[config.mk]
export PLATFORM = sky130hd
export DESIGN_NAME = fetch_stage
export DESIGN_NICKNAME = d
export VERILOG_FILES = /design/src/rtl/fetch_stage.sv
export SDC_FILE = /design/constraint.sdc
export NUM_CORES = 1
export LEC_CHECK = 0
export BUFFER_PORTS_ARGS = -buffer_cell sky130_fd_sc_hd__buf_4
export CORE_ASPECT_RATIO = 1.4
export CORE_MARGIN = 3
export CORE_UTILIZATION = 35
export DETAILED_ROUTE_END_ITERATION = 7
export PLACE_DENSITY = 0.68
export SETUP_SLACK_MARGIN = 0.2
export SLEW_MARGIN = 20
export SYNTH_ARGS = -nofsm -noshare
export SYNTH_HDL_FRONTEND = slang
export SYNTH_SLANG_ARGS = --single-unit
[constraint.sdc]
create_clock -name clock -period 3.1 [get_ports clock]
set_input_delay 0.775 -clock clock [delete_from_list [all_inputs] [get_ports clock]]
set_output_delay 0.775 -clock clock [all_outputs]
set_load 0.02 [all_outputs]
[src/rtl/fetch_stage.sv]
// IF stage: owns the PC, drives instruction memory, presents {pc, instr} to decode with a one-entry skid buffer.
// Optional misaligned-redirect fault detection is enabled by defining FETCH_MISALIGN_CHECK_EN.
module fetch_stage #(
    parameter logic [31:0] RESET_PC = 32'h0100_0000,
    parameter int unsigned PC_STEP  = 4
) (
    input  logic        clock,
    input  logic        reset_n,
    output logic [31:0] imem_address,
    output logic [31:0] imem_read_write,
    output logic [31:0] imem_data_in,
    input  logic [31:0] imem_data_out,
    input  logic        redirect_valid,
    input  logic [31:0] redirect_pc,
    output logic        if_valid,
    input  logic        if_ready,
    output logic [31:0] if_pc,
    output logic [31:0] if_instr,
    output logic        fetch_fault
);

    localparam int unsigned XLEN = 32;

    logic [XLEN-1:0] pc;
    logic [XLEN-1:0] inflight_pc;
    logic [XLEN-1:0] buf_pc;
    logic [XLEN-1:0] buf_instr;
    logic            inflight;
    logic            buf_valid;
    logic            fault;

    logic [XLEN-1:0] target;
    logic            misalign;
    logic            present;
    logic            issue;
    logic            stall_capture;

`ifdef FETCH_MISALIGN_CHECK_EN
    assign target   = redirect_pc;
    assign misalign = redirect_valid && (redirect_pc[1:0] != 2'b00);
`else
    // Low address bits are dropped so a bad target still fetches a word boundary.
    assign target   = redirect_pc & ~XLEN'(3);
    assign misalign = 1'b0;
`endif

    assign imem_read_write = '0;
    assign imem_data_in    = '0;
    assign fetch_fault     = fault;

    // A redirect kills whatever is presented this cycle; a fault blocks delivery until an aligned redirect.
    assign present  = reset_n && (buf_valid || inflight) && !redirect_valid && !fault;
    assign if_valid = present;

    assign issue = !misalign && (redirect_valid || (!fault && (!present || if_ready)));

    assign stall_capture = inflight && !buf_valid && !if_ready && !redirect_valid;

    always_comb begin
        if (!reset_n) begin
            imem_address = RESET_PC;
        end else if (redirect_valid) begin
            imem_address = target;
        end else begin
            imem_address = pc;
        end
    end

    // Outputs are forced to zero during reset so stale state never leaks to decode.
    always_comb begin
        if_pc    = '0;
        if_instr = '0;
        if (reset_n) begin
            if (buf_valid) begin
                if_pc    = buf_pc;
                if_instr = buf_instr;
            end else if (inflight) begin
                if_pc    = inflight_pc;
                if_instr = imem_data_out;
            end
        end
    end

    always_ff @(posedge clock) begin
        if (!reset_n) begin
            pc          <= RESET_PC;
            inflight    <= 1'b0;
            inflight_pc <= '0;
            buf_valid   <= 1'b0;
            buf_pc      <= '0;
            buf_instr   <= '0;
            fault       <= 1'b0;
        end else if (misalign) begin
            pc        <= target;
            inflight  <= 1'b0;
            buf_valid <= 1'b0;
            fault     <= 1'b1;
        end else begin
            if (redirect_valid) begin
                fault <= 1'b0;
            end

            if (issue) begin
                inflight    <= 1'b1;
                inflight_pc <= imem_address;
                pc          <= imem_address + XLEN'(PC_STEP);
            end else begin
                inflight <= 1'b0;
            end

            // Skid buffer: park the returning word while decode stalls, drop it on redirect.
            if (redirect_valid) begin
                buf_valid <= 1'b0;
            end else if (stall_capture) begin
                buf_valid <= 1'b1;
                buf_pc    <= inflight_pc;
                buf_instr <= imem_data_out;
            end else if (buf_valid && if_ready) begin
                buf_valid <= 1'b0;
            end
        end
    end

endmodule

==> summary.md <==
| Metric | Value |
|---|---|
| Run status | finished, final reports clean |
| CTS root buf | clkbuf_16 |
| Synth warn | 0 |
| Req. time, crit path | 2.32 ns |
| HP Start | buf_pc[17]$_SDFFE_PN0P_ |
| Area after DPL | 8350 µm² |
| Final core utilization | 45.4% |
| Yosys reg bits | 128 |
| EDFF count, synth | 0 |
| Initial antenna violation count | 0 |
| FMAX | 354 MHz |
| Gr ovfl total | 0 |
| Slew HR | 51.5% |
| Largest net degree at the start of global routing | 65 |
| Final Instance Area | 9010 µm² |
| Seq/Total Area, Yosys | 36.2% |
| Number of antenna diodes | 0 |
| Yosys top cell area share | 36.2% |
| Worst Skew | 0.00924 ns |
| Max VDD drop | 0.317 mV |
| Mapped Area | 7090 µm² |
| Crit. End Element | output pin |
| Final Setup Violations | 0 |
| Post-DRT Antenna Nets | 0 |
| Unique cell type count in the Yosys netlist | 51 |
| TritonCTS buffer count | 17 |
| Max Fanout on Critical Path | 20 |
| Routability Congestion | 0.823 |
| Worst-Skew Late Latency | 0.41 ns |
| Synth-to-Final Area Change | 27.1% |
| Minimum clock period | 2.82 ns |
| Die H | 174 µm |
| Placeable Area | 19800 µm² |
| Gate Count Post-Synth | 1025 |
| Die footprint | 22000 µm² |
| Fin crit share | 91.0% |
| Mapped Avg Cell Area | 6.91 µm² |
| Die Wd | 126 µm |
| Vias in the first global route | 6163 |
| Pwr dens | 514 nW/µm² |
| Asr flop ratio synth | 0% |
| Top_reg_cell synth | dfxtp_1 |
| IO Pins | 230 |
| Port buffer count | 162 |
| Via count | 6854 |
| Worst-case hold slack | 0.452 ns |
| HP Class | register to register |
| DP HPWL | 13.4 mm |
| Worst Setup SP | redirect_valid |
| Hold-fix buffers, CTS | 0 |
| R2r startpoint | inflight$_SDFF_PN0_ |
| Critical Path Start Type | primary input |
| Worst setup path category | primary input to output pin |
| DR DRC count | 0 |
| Filler instances | 2072 |
| Synth top area cells | dfxtp_1, nand2_1, a21oi_1 |
| Bufs on Longest Clock Path | 2 |
| H-Tree Depth | 4 |
| Drt first-iter violations | 333 |
| Cell taking the most area after synthesis | dfxtp_1 |
| Final hold viol count | 0 |
| Global-route wire length before repair | 31.1 mm |
| Fin. max-slew vios | 0 |
| Routed vias/inst | 4.81 |
| RSZ-0062 raised after global routing | false |
| Nets@finish | 1228 |
| Share of layout cells above drive strength 1 | 21.6% |
| Routed wire length | 19.6 mm |
| Rows | 61 |
| Slew @ Worst Pin | 0.727 ns |
| CP arrival | 2.05 ns |
| CTS tree | yes |
| # clock sinks | 128 |
| DRT Pass-1 Iters | 5 |
| Leakage | 4.02 nW |
| Initial core utilization | 35.7% |
| Clock Pin Slew Worst Setup and Hold Paths | 0.05 ns |
| DR WL/cell | 13.8 µm |
| Overall Global Routing Usage | 17.2% |
| Maxcap violations | 0 |
==> layout by cell type (no fill, tap or decap), types with 9 or more instances in the layout <==
cell type | synthesis | routed
a21oi_1 | 132 | 132
buf_4 | 66 | 180
clkbuf_16 | 0 | 17
conb_1 | 1 | 65
dfxtp_1 | 128 | 126
inv_1 | 15 | 14
mux2_2 | 9 | 9
mux2i_1 | 21 | 21
nand2_1 | 294 | 293
nand3_1 | 11 | 11
nor2_1 | 161 | 159
o21ai_0 | 28 | 27
xnor2_1 | 20 | 20
==> synth_stat cells (2+ instances only) <==
master,count
nor2_1,161
nor3_1,2
a211oi_1,3
a21oi_1,132
nor4_2,3
nor4_1,2
dfxtp_1,128
nand4_1,5
o21ai_0,28
nand2b_1,2
nand3_1,11
a31oi_1,2
buf_1,4
nand2_1,294
o31ai_1,2
mux2_2,9
buf_4,66
xnor2_1,20
clkbuf_1,50
nand3b_1,3
xor2_1,7
nand4_4,2
buf_2,12
inv_1,15
buf_6,5
mux2i_1,21
nor3_2,3
o21ai_1,3
and3_1,3
and3b_1,4
nor2b_1,3
==> through the flow <==
step	TNS [ns]	worst slack [ns]	instances	total power [mW]
after global routing	0	0.227	1424	4.84
final	0	0.279	1424	4.63
after global placement	0	0.289	1391	2.50
after CTS	0	0.271	1423	4.70
after detailed placement	0	0.261	1391	2.51
after floorplan	-1.10	-0.279	1089	2.31
==> cells by family (layout without fill, tap and decap cells) <==
group                      after synthesis  after routing  share of synthesized area [%]
DFF                                    128            128                           36.2
muxes                                   31             31                           4.61
buffers and inverters                  153            236                           12.3
and+or+nand+nor                        507            507                           30.0
xor gates and xnor gates                27             27                           3.34
adders and majority gates                1              1                          0.177
other                                    1             65                         0.0529
AOI/OAI and AO/OA                      177            177                           13.3
==> registers in the layout, indices dropped and copies added (netlist names) <==
name,cells
pc,32
buf_pc,32
buf_instr,32
buf_valid,1
inflight_pc,30
inflight,1
==> report_power, final <==
part,internal (mW),leakage (nW),switching (mW)
combinational,0.258,2.66,0.433
clock,1.40,0.307,0.761
sequential,1.72,1.05,0.0596
==> per-layer routing <==
| metal | track usage [%] | wire, µm | up-vias |
|---|---|---|---|
| li1 | - | - | 3458 |
| met1 | 21.0 | 8160 | 3155 |
| met2 | 29.9 | 10000 | 217 |
| met3 | 3.66 | 956 | 24 |
| met4 | 5.99 | 451 | 0 |
| met5 | 0 | 0 | - |
==> critical path, stage by stage <==
cell and delay, ns:
buf_4 0.26, buf_4 0.23, mux2_2 0.34, nand2_1 0.13
inv_1 0.12, buf_4 0.18
==> path summary, 6_finish.rpt <==
path                                             endpoint  slack (ns)  cells past startpoint
worst min-delay path              buf_pc[17]$_SDFFE_PN0P_        0.45                      2
worst max-delay path                     imem_address[16]        0.28                      6
worst min register to register    buf_pc[17]$_SDFFE_PN0P_        0.45                      2
worst max register to register  buf_instr[6]$_SDFFE_PN0P_        0.86                      5
==> timing repair <==
item	in CTS	in global routing
endpoints found under the setup margin	0	12
endpoints found under the hold margin	0	0
setup buffers	0	1
gates resized for setup	0	0
==> layout make-up <==
class / count / area [µm²] / share of cell area (%)
clock inverter: 12 / 180 / 2.00
timing repair buffer: 188 / 1510 / 16.8
tap: 252 / 315 / 3.50
sequential: 128 / 2570 / 28.5
inverter: 16 / 62.6 / 0.695
multi-input combinational: 808 / 3910 / 43.5
clock buffer: 20 / 457 / 5.07
Note: power is estimated with default switching activity, not from simulation.
